<file path="config.mk">
export PLATFORM = sky130hd
export DESIGN_NAME = pueo_turfhdr_framer_flat
export DESIGN_NICKNAME = d
export VERILOG_FILES = /design/src/rtl/pueo_turfhdr_framer_if.sv /design/src/rtl/pueo_turfhdr_framer.sv /design/src/flat_wrapper.sv
export SDC_FILE = /design/constraint.sdc
export NUM_CORES = 2
export LEC_CHECK = 0
export CAP_MARGIN = 20
export CORE_UTILIZATION = 67
export DETAILED_ROUTE_END_ITERATION = 10
export PLACE_DENSITY_LB_ADDON = 0.15
export SLEW_MARGIN = 10
export SYNTH_ARGS = -nofsm -noshare
export SYNTH_HDL_FRONTEND = slang
export SYNTH_SLANG_ARGS = --single-unit
</file>
<file path="constraint.sdc">
create_clock -name sysclk_i -period 29 [get_ports sysclk_i]
set_input_delay 2.9 -clock sysclk_i [delete_from_list [all_inputs] [get_ports sysclk_i]]
set_output_delay 2.9 -clock sysclk_i [all_outputs]
set_load 0.02 [all_outputs]
</file>
<file path="src/rtl/pueo_turfhdr_framer_if.sv">
// Header-in / frame-out stream bundle for pueo_turfhdr_framer.
// The framer uses the slave view; the trigger processor and event builder side use master.
interface pueo_turfhdr_framer_if;
  logic [63:0] s_hdr_tdata;
  logic        s_hdr_tvalid;
  logic        s_hdr_tready;
  logic [31:0] m_ev_tdata;
  logic        m_ev_tvalid;
  logic        m_ev_tready;
  logic        m_ev_tlast;

  modport slave (
    input  s_hdr_tdata, s_hdr_tvalid, m_ev_tready,
    output s_hdr_tready, m_ev_tdata, m_ev_tvalid, m_ev_tlast
  );

  modport master (
    output s_hdr_tdata, s_hdr_tvalid, m_ev_tready,
    input  s_hdr_tready, m_ev_tdata, m_ev_tvalid, m_ev_tlast
  );
endinterface

</file>
<file path="src/rtl/pueo_turfhdr_framer.sv">
// TURF header framer: FIFO-buffers 64-bit headers, stamps evno/timestamp, emits 32-bit frames.
// Define PUEO_TURFHDR_CHECKSUM_EN to append a fifth XOR checksum word carrying tlast.
module pueo_turfhdr_framer #(
  parameter int unsigned DEPTH = 16,
  parameter logic [7:0]  MAGIC = 8'hA5
) (
  input  logic                   sysclk_i,
  input  logic                   rst_n_i,
  input  logic                   runrst_i,
  pueo_turfhdr_framer_if.slave   bus,
  output logic [$clog2(DEPTH):0] fifo_level_o,
  output logic [23:0]            evcount_o
);
  localparam int unsigned AW = $clog2(DEPTH);
  localparam int unsigned LW = AW + 1;

  typedef struct packed {
    logic [63:0] hdr;
    logic [23:0] evno;
    logic [31:0] ts;
  } entry_t;

  typedef enum logic [2:0] {
    S_IDLE,
    S_W0,
    S_W1,
    S_W2,
    S_W3
`ifdef PUEO_TURFHDR_CHECKSUM_EN
    , S_W4
`endif
  } state_t;

  entry_t        mem_q [DEPTH];
  logic [31:0]   ts_q, ts_d;
  logic [23:0]   evcnt_q, evcnt_d;
  logic [AW-1:0] wr_ptr_q, wr_ptr_d, rd_ptr_q, rd_ptr_d;
  logic [LW-1:0] level_q, level_d;
  logic          tready_q, tready_d;
  state_t        state_q, state_d;
  entry_t        cur_q, cur_d;
  logic [31:0]   tdata_q, tdata_d;
  logic          tvalid_q, tvalid_d;
  logic          tlast_q, tlast_d;

  logic          push, pop, hs, frame_done, load_next;
  entry_t        wr_entry, head;
`ifdef PUEO_TURFHDR_CHECKSUM_EN
  logic [31:0]   csum;
`endif

  // Stamp with this cycle's values; a same-cycle runrst forces both stamps to zero.
  always_comb begin
    push          = bus.s_hdr_tvalid && tready_q;
    wr_entry.hdr  = bus.s_hdr_tdata;
    wr_entry.evno = runrst_i ? 24'd0 : evcnt_q;
    wr_entry.ts   = runrst_i ? 32'd0 : ts_q;
    ts_d          = runrst_i ? 32'd0 : ts_q + 32'd1;
    evcnt_d       = (runrst_i ? 24'd0 : evcnt_q) + 24'(push);
    head          = mem_q[rd_ptr_q];
    hs            = tvalid_q && bus.m_ev_tready;
  end

`ifdef PUEO_TURFHDR_CHECKSUM_EN
  assign csum = {MAGIC, cur_q.evno} ^ cur_q.hdr[31:0] ^ cur_q.hdr[63:32] ^ cur_q.ts;
`endif

  // Frame sequencer: each word advances only on an output handshake.
  always_comb begin
    state_d    = state_q;
    cur_d      = cur_q;
    tdata_d    = tdata_q;
    tvalid_d   = tvalid_q;
    tlast_d    = tlast_q;
    frame_done = 1'b0;
    load_next  = 1'b0;
    pop        = 1'b0;

    case (state_q)
      S_IDLE: load_next = (level_q != '0);
      S_W0: if (hs) begin
        state_d = S_W1;
        tdata_d = cur_q.hdr[31:0];
      end
      S_W1: if (hs) begin
        state_d = S_W2;
        tdata_d = cur_q.hdr[63:32];
      end
      S_W2: if (hs) begin
        state_d = S_W3;
        tdata_d = cur_q.ts;
`ifndef PUEO_TURFHDR_CHECKSUM_EN
        tlast_d = 1'b1;
`endif
      end
`ifdef PUEO_TURFHDR_CHECKSUM_EN
      S_W3: if (hs) begin
        state_d = S_W4;
        tdata_d = csum;
        tlast_d = 1'b1;
      end
      S_W4: frame_done = hs;
`else
      S_W3: frame_done = hs;
`endif
      default: state_d = S_IDLE;
    endcase

    // Closing handshake chains straight into the next entry when one is waiting.
    if (frame_done) begin
      load_next = (level_q != '0);
      if (level_q == '0) begin
        state_d  = S_IDLE;
        tvalid_d = 1'b0;
        tlast_d  = 1'b0;
      end
    end

    if (load_next) begin
      pop      = 1'b1;
      cur_d    = head;
      state_d  = S_W0;
      tdata_d  = {MAGIC, head.evno};
      tvalid_d = 1'b1;
      tlast_d  = 1'b0;
    end
  end

  // tready is derived from next occupancy, so a pop only frees a slot from the next cycle.
  always_comb begin
    wr_ptr_d = wr_ptr_q + AW'(push);
    rd_ptr_d = rd_ptr_q + AW'(pop);
    level_d  = level_q + LW'(push) - LW'(pop);
    tready_d = (level_d != LW'(DEPTH));
  end

  always_ff @(posedge sysclk_i) begin
    if (push) mem_q[wr_ptr_q] <= wr_entry;
  end

  always_ff @(posedge sysclk_i or negedge rst_n_i) begin
    if (!rst_n_i) begin
      ts_q     <= '0;
      evcnt_q  <= '0;
      wr_ptr_q <= '0;
      rd_ptr_q <= '0;
      level_q  <= '0;
      tready_q <= 1'b0;
      state_q  <= S_IDLE;
      cur_q    <= '0;
      tdata_q  <= '0;
      tvalid_q <= 1'b0;
      tlast_q  <= 1'b0;
    end else begin
      ts_q     <= ts_d;
      evcnt_q  <= evcnt_d;
      wr_ptr_q <= wr_ptr_d;
      rd_ptr_q <= rd_ptr_d;
      level_q  <= level_d;
      tready_q <= tready_d;
      state_q  <= state_d;
      cur_q    <= cur_d;
      tdata_q  <= tdata_d;
      tvalid_q <= tvalid_d;
      tlast_q  <= tlast_d;
    end
  end

  assign bus.s_hdr_tready = tready_q;
  assign bus.m_ev_tdata   = tdata_q;
  assign bus.m_ev_tvalid  = tvalid_q;
  assign bus.m_ev_tlast   = tlast_q;
  assign fifo_level_o     = level_q;
  assign evcount_o        = evcnt_q;
endmodule

</file>
<file path="src/flat_wrapper.sv">
// flat-port wrapper written by rule: the top's interface ports become plain ports
module pueo_turfhdr_framer_flat 
#(
  parameter int unsigned DEPTH = 16,
  parameter logic [7:0]  MAGIC = 8'hA5
)
  (sysclk_i, rst_n_i, runrst_i, fifo_level_o, evcount_o, bus_s_hdr_tdata, bus_s_hdr_tvalid, bus_m_ev_tready, bus_s_hdr_tready, bus_m_ev_tdata, bus_m_ev_tvalid, bus_m_ev_tlast);
  pueo_turfhdr_framer_if bus_i ();
  input  logic sysclk_i;
  input  logic rst_n_i;
  input  logic runrst_i;
  output logic [$clog2(DEPTH):0] fifo_level_o;
  output logic [23:0] evcount_o;
  input wire logic [$bits(bus_i.s_hdr_tdata)-1:0] bus_s_hdr_tdata;
  input wire logic [$bits(bus_i.s_hdr_tvalid)-1:0] bus_s_hdr_tvalid;
  input wire logic [$bits(bus_i.m_ev_tready)-1:0] bus_m_ev_tready;
  output wire logic [$bits(bus_i.s_hdr_tready)-1:0] bus_s_hdr_tready;
  output wire logic [$bits(bus_i.m_ev_tdata)-1:0] bus_m_ev_tdata;
  output wire logic [$bits(bus_i.m_ev_tvalid)-1:0] bus_m_ev_tvalid;
  output wire logic [$bits(bus_i.m_ev_tlast)-1:0] bus_m_ev_tlast;
  assign bus_i.s_hdr_tdata = bus_s_hdr_tdata;
  assign bus_i.s_hdr_tvalid = bus_s_hdr_tvalid;
  assign bus_i.m_ev_tready = bus_m_ev_tready;
  assign bus_s_hdr_tready = bus_i.s_hdr_tready;
  assign bus_m_ev_tdata = bus_i.m_ev_tdata;
  assign bus_m_ev_tvalid = bus_i.m_ev_tvalid;
  assign bus_m_ev_tlast = bus_i.m_ev_tlast;
  pueo_turfhdr_framer #(.DEPTH(DEPTH), .MAGIC(MAGIC)) u_core (.sysclk_i(sysclk_i), .rst_n_i(rst_n_i), .runrst_i(runrst_i), .bus(bus_i), .fifo_level_o(fifo_level_o), .evcount_o(evcount_o));
endmodule
</file>
**Word-level counts from Yosys, hierarchy flattened**

Memories as Yosys holds them, arrays and structs flattened.
Cells that the tools add are included.
W data, S select, Z words.

- Register bits after elaboration: 203
- RAM bits: 1920
- Input bits: 69
- Output and inout port bits: 64
- Logic and storage cells: 67
- Memories kept: 1

Memory list:

| name | depth | bits a word | read ports | clocked after Yosys merged registers in | wr ports | line | RTL |
|---|---|---|---|---|---|---|---|
| u_core.mem_q | 16 | 120 | 1 | 0 | 1 | pueo_turfhdr_framer.sv:34 | `entry_t mem_q [DEPTH];` |

- Add/subtract/negate cells: 6
- Equality and inequality tests: 8
- Muxes and demuxes: 29
- Reductions and logical operators: 11

Operator list:

| operator | count |
|---|---|
| $mux W32 | 6 |
| $pmux W32 S3 | 1 |
| $add A32 B1 Y32 const B | 1 |
| $add A24 B1 Y24 | 1 |
| $mux W24 | 1 |
| $mux W3 | 6 |
| $mux W1 | 14 |
| $pmux W3 S4 | 1 |
| $ne A3 B1 Y1 const B | 3 |
| $add A4 B1 Y4 | 2 |
| $eq A3 B2 Y1 const B | 2 |
| $add A5 B1 Y5 | 1 |
| $logic_not A5 Y1 | 1 |
| $ne A5 B5 Y1 const B | 1 |
| $reduce_bool A5 Y1 | 1 |
| $sub A5 B1 Y5 | 1 |
| $reduce_and A4 Y1 | 1 |
| $reduce_bool A2 Y1 | 2 |
| $reduce_bool A4 Y1 | 1 |
| $eq A3 B1 Y1 const B | 1 |
| $eq A3 B3 Y1 const B | 1 |
| $logic_not A3 Y1 | 1 |
| $logic_and A1 B1 Y1 | 2 |
| $reduce_and A2 Y1 | 1 |
| $reduce_or A2 Y1 | 1 |

**Depth between registers and ports, before layout**

- Depth in word-level cells: 6
- Mapped depth: 16
- Depth with buffers taken out: 14

**Least setup slack after synthesis**

No wires, ideal clock.

- Kind: input to register
- From: in bus_s_hdr_tvalid
- To: mem u_core.mem_q[0][0] in the netlist's numbering (enable)
- Library setup time: 746 ps
- Data arrival time: 11826 ps
- Required time: 28254 ps
- Path slack: 16428 ps
- Stages on the path: 4
- Path buffers: 1
- Cells stage by stage: and2_1 clkbuf_1 or3b_2 nor3_1

- Word-level cells in the longest chain between the ends: 3

Ends and longest elaborated chain:

| element | line | RTL |
|---|---|---|
| start, declared | flat_wrapper.sv:15 | `input wire logic [$bits(bus_i.s_hdr_tvalid)-1:0] bus_s_hdr_tvalid;` |
| $logic_and A1 B1 Y1 | pueo_turfhdr_framer.sv:54 | `push = bus.s_hdr_tvalid && tready_q;` |
| $mux W1 | pueo_turfhdr_framer.sv:138 | `if (push) mem_q[wr_ptr_q] <= wr_entry;` |
| $mux W1 (implied by the code) | pueo_turfhdr_framer.sv:138 |  |
| end, declared | pueo_turfhdr_framer.sv:34 |  |

Every way passes these cells.

**Worst setup path after layout**

- From: in bus_s_hdr_tvalid
- To: mem u_core.mem_q[12][61] in the netlist's numbering (enable)

The elaborated chain is that of the path after synthesis.

==> impl_metrics.json <==
{
  "vias_per_cell": 6.945,
  "powerDensity_nw_per_um2": 97.95,
  "area_delta_synth_final_pct": 12.40,
  "worstMarginPinSlew_ns": 1.148,
  "seq_area_frac_synth": 0.7697,
  "rsz0062_at_grt": "no",
  "post-place-ws_ns": 21.31,
  "vias": 40300,
  "final_cells": 5802,
  "max_stage_delay_ns": 0.94,
  "timing.fmax_ghz": 0.1458,
  "port_buffers": 132,
  "syn_area_um2": 81500,
  "grt_pass1_vias": 40760,
  "die_area_um2": 123000,
  "clk_pin_slew_ns": 0.06,
  "gp_congestion": 0.8113,
  "critPathKind": "in2reg",
  "final_nets": 4091,
  "skew_ns": 0.02264,
  "grt_pass1_wl_mm": 279.1,
  "routed_wirelength_mm": 192.2,
  "cts_setup_buffers": 0,
  "slew_headroom": 0.2332,
  "grt_use_met3": 0.06293,
  "register_area_um2": 62750,
  "initial_core_util": 0.6776,
  "io_pins": 133,
  "multi_input_area_um2": 17910,
  "status": "finished, final reports clean",
  "peakVddDrop_uv": 103.5,
  "cts_made_buffers": 199,
  "period_minus_slack_ns": 6.860,
  "fillers": 6309,
  "drc": 0,
  "grtUsageMet1": 0.4531,
  "slew_viol_final": 0,
  "finalHoldViolCount": 0,
  "total_power_mw": 8.973,
  "cts_tree": "built",
  "num_rows": 127,
  "netlist_instances": 3817,
  "setup_viol": 0,
  "cts-root-buf": "clkbuf_16",
  "synth_area_per_cell_um2": 21.35,
  "antenna_found_initial": 8,
  "cp_top_family": "buffers and inverters",
  "ys_top_cells_by_count": "edfxtp_1 (1,920), mux4_2 (468), mux2i_1 (241)",
  "start_kind": "input port",
  "final_core_util": 0.7616,
  "detail-route-antenna-nets": 0,
  "dr.pass1.iters": 6,
  "grt_use_met2": 0.5138,
  "crit_path_end_kind": "register",
  "dieHeight_um": 350.8,
  "cp.buffers_inverters": 4,
  "worst-path-max-fanout": 51,
  "die_w_um": 350.8,
  "setup_tns_ns": 0,
  "setup_ws_ns": 22.14,
  "synth-seq-cells": 2123,
  "cts_hold_buf": 0,
  "min_period_over_period": 0.2365,
  "clock_latency_ns": 0.84,
  "layout-drive-gt1-share": 0.2230,
  "yosys.area.top_type_share": 0.7074,
  "cts.repair.resized": 0,
  "dp_cells": 5408,
  "routedWlPerCell_um": 33.13,
  "crit_chain": "clkdlybuf4s50_1, and2_1, nand3_1, nor3_2, buf_4, buf_4, buf_4",
  "synth.largest_area_cell": "edfxtp_1",
  "critPathArrivalTime_ns": 7.31,
  "ys_types": 58,
  "cpMaxStageDelayCell": "buf_4",
  "synth.most_common_cell": "edfxtp_1",
  "holdWs_ns": 0.4844,
  "core-area_um2": 120300,
  "postLayoutCellArea_um2": 91610,
  "maxCapViolCount": 0,
  "placedInstanceArea_um2": 84770,
  "gr-usage-all-layers": 0.3226,
  "post-dp-hpwl_mm": 93.35,
  "p_leak_nw": 31.02,
  "synth_nets": 3900,
  "hold_path_class": "reg2reg",
  "top_usage_layer": "met2",
  "cp_common_cell": "buf_4",
  "required_ns": 29.46,
  "synth_ff_type": "edfxtp_1",
  "synth_edf_count": 1920,
  "grt_max_degree": 145,
  "grt.overflow.total": 0,
  "ys_warn_count": 0,
  "synth_area_leaders": "edfxtp_1 (71%), mux4_2 (13%), dfrtp_1 (6.2%)",
  "htreeDepth": 4,
  "cts_buffer_depth": 3,
  "cts_sinks": 2123,
  "drt-initial-drc-count": 5313,
  "async_flop_share": 0.09562
}
## per-layer routing
layer | routed length [µm] | vias to the layer above | share of wire
met5 | 57 | - | 0.00030
met4 | 7025 | 8 | 0.037
met3 | 19090 | 393 | 0.099
met2 | 94360 | 2365 | 0.49
met1 | 71680 | 21310 | 0.37
li1 | - | 16220 | -
## flip-flops by register name, summed over array words and instances, names as in the netlist
signal	count
u_core.bus.m_ev_tdata	32
u_core.bus.m_ev_tlast	1
u_core.bus.m_ev_tvalid	1
u_core.bus.s_hdr_tready	1
u_core.cur_q	96
u_core.evcount_o	24
u_core.fifo_level_o	5
u_core.mem_q	1920
u_core.rd_ptr_q	4
u_core.state_q	3
u_core.ts_q	32
u_core.wr_ptr_q	4
## tightest hold or removal path: stages, from the launching register on
cell,delay (ns)
dfrtp_1,0.34
nand2_1,0.05
o221ai_1,0.06
## layout by cell type (no fill, tap or decap), types with 16 or more instances in the layout
cell type,n
xor2_1,18
nor3_1,34
nand3_1,44
a21oi_1,16
inv_1,23
edfxtp_1,1920
mux4_2,468
clkbuf_8,34
clkbuf_16,202
buf_4,54
clkbuf_1,51
mux2i_1,241
a211oi_1,26
nor2_1,68
clkinv_2,41
buf_12,18
mux2_2,40
clkdlybuf4s50_1,130
o221ai_1,93
xnor2_1,20
bufinv_16,17
nand2_1,156
o21ai_0,17
nor2b_1,44
dfrtp_1,199
## cell type report
cell class                 count  share of cell area
multi-input combinational   1455              0.1955
tap                         1612             0.02202
timing repair buffer         204             0.02278
inverter                      25            0.001106
clock buffer                 287             0.06237
clock inverter                90             0.01117
sequential                  2123              0.6849
antenna                        6           0.0001639
## cell families (layout without fill, tap and decap cells)
kind of cell | count (synthesis) | count (layout) | share of synthesized area
compound gates | 216 | 216 | 0.02115
buf+inv | 239 | 606 | 0.01231
fa+ha+maj | 14 | 14 | 0.002241
simple gates | 438 | 438 | 0.02604
other cells | 0 | 6 | 0
mux | 749 | 749 | 0.1644
flops | 2123 | 2123 | 0.7697
xor+xnor | 38 | 38 | 0.004084
## where the power goes
group | internal (mW) | switching (mW)
Combinational | 1.01 | 1.35
Sequential | 3.70 | 0.264
Clock | 1.53 | 1.12
Total | 6.24 | 2.74
## worst paths after layout
| kind | start | to | slack [ns] | cells after the start |
|---|---|---|---|---|
| max in group asynchronous | rst_n_i | u_core.ts_q[16]$_DFF_PN0_ | 25.52 | 2 |
| worst min register to register | u_core.cur_q[116]$_DFFE_PN0N_ | u_core.cur_q[116]$_DFFE_PN0N_ | 0.48 | 2 |
| worst max-delay path | bus_s_hdr_tvalid | u_core.mem_q[12][61]$_DFFE_PP_ | 22.14 | 7 |
| min in group asynchronous | rst_n_i | u_core.bus.m_ev_tdata[13]$_DFFE_PN0P_ | 2.17 | 1 |
| worst min-delay path | u_core.cur_q[116]$_DFFE_PN0N_ | u_core.cur_q[116]$_DFFE_PN0N_ | 0.48 | 2 |
| worst max register to register | u_core.bus.s_hdr_tready$_DFF_PN0_ | u_core.mem_q[12][61]$_DFFE_PP_ | 24.29 | 6 |
Note: power is estimated with default switching activity, not from simulation.
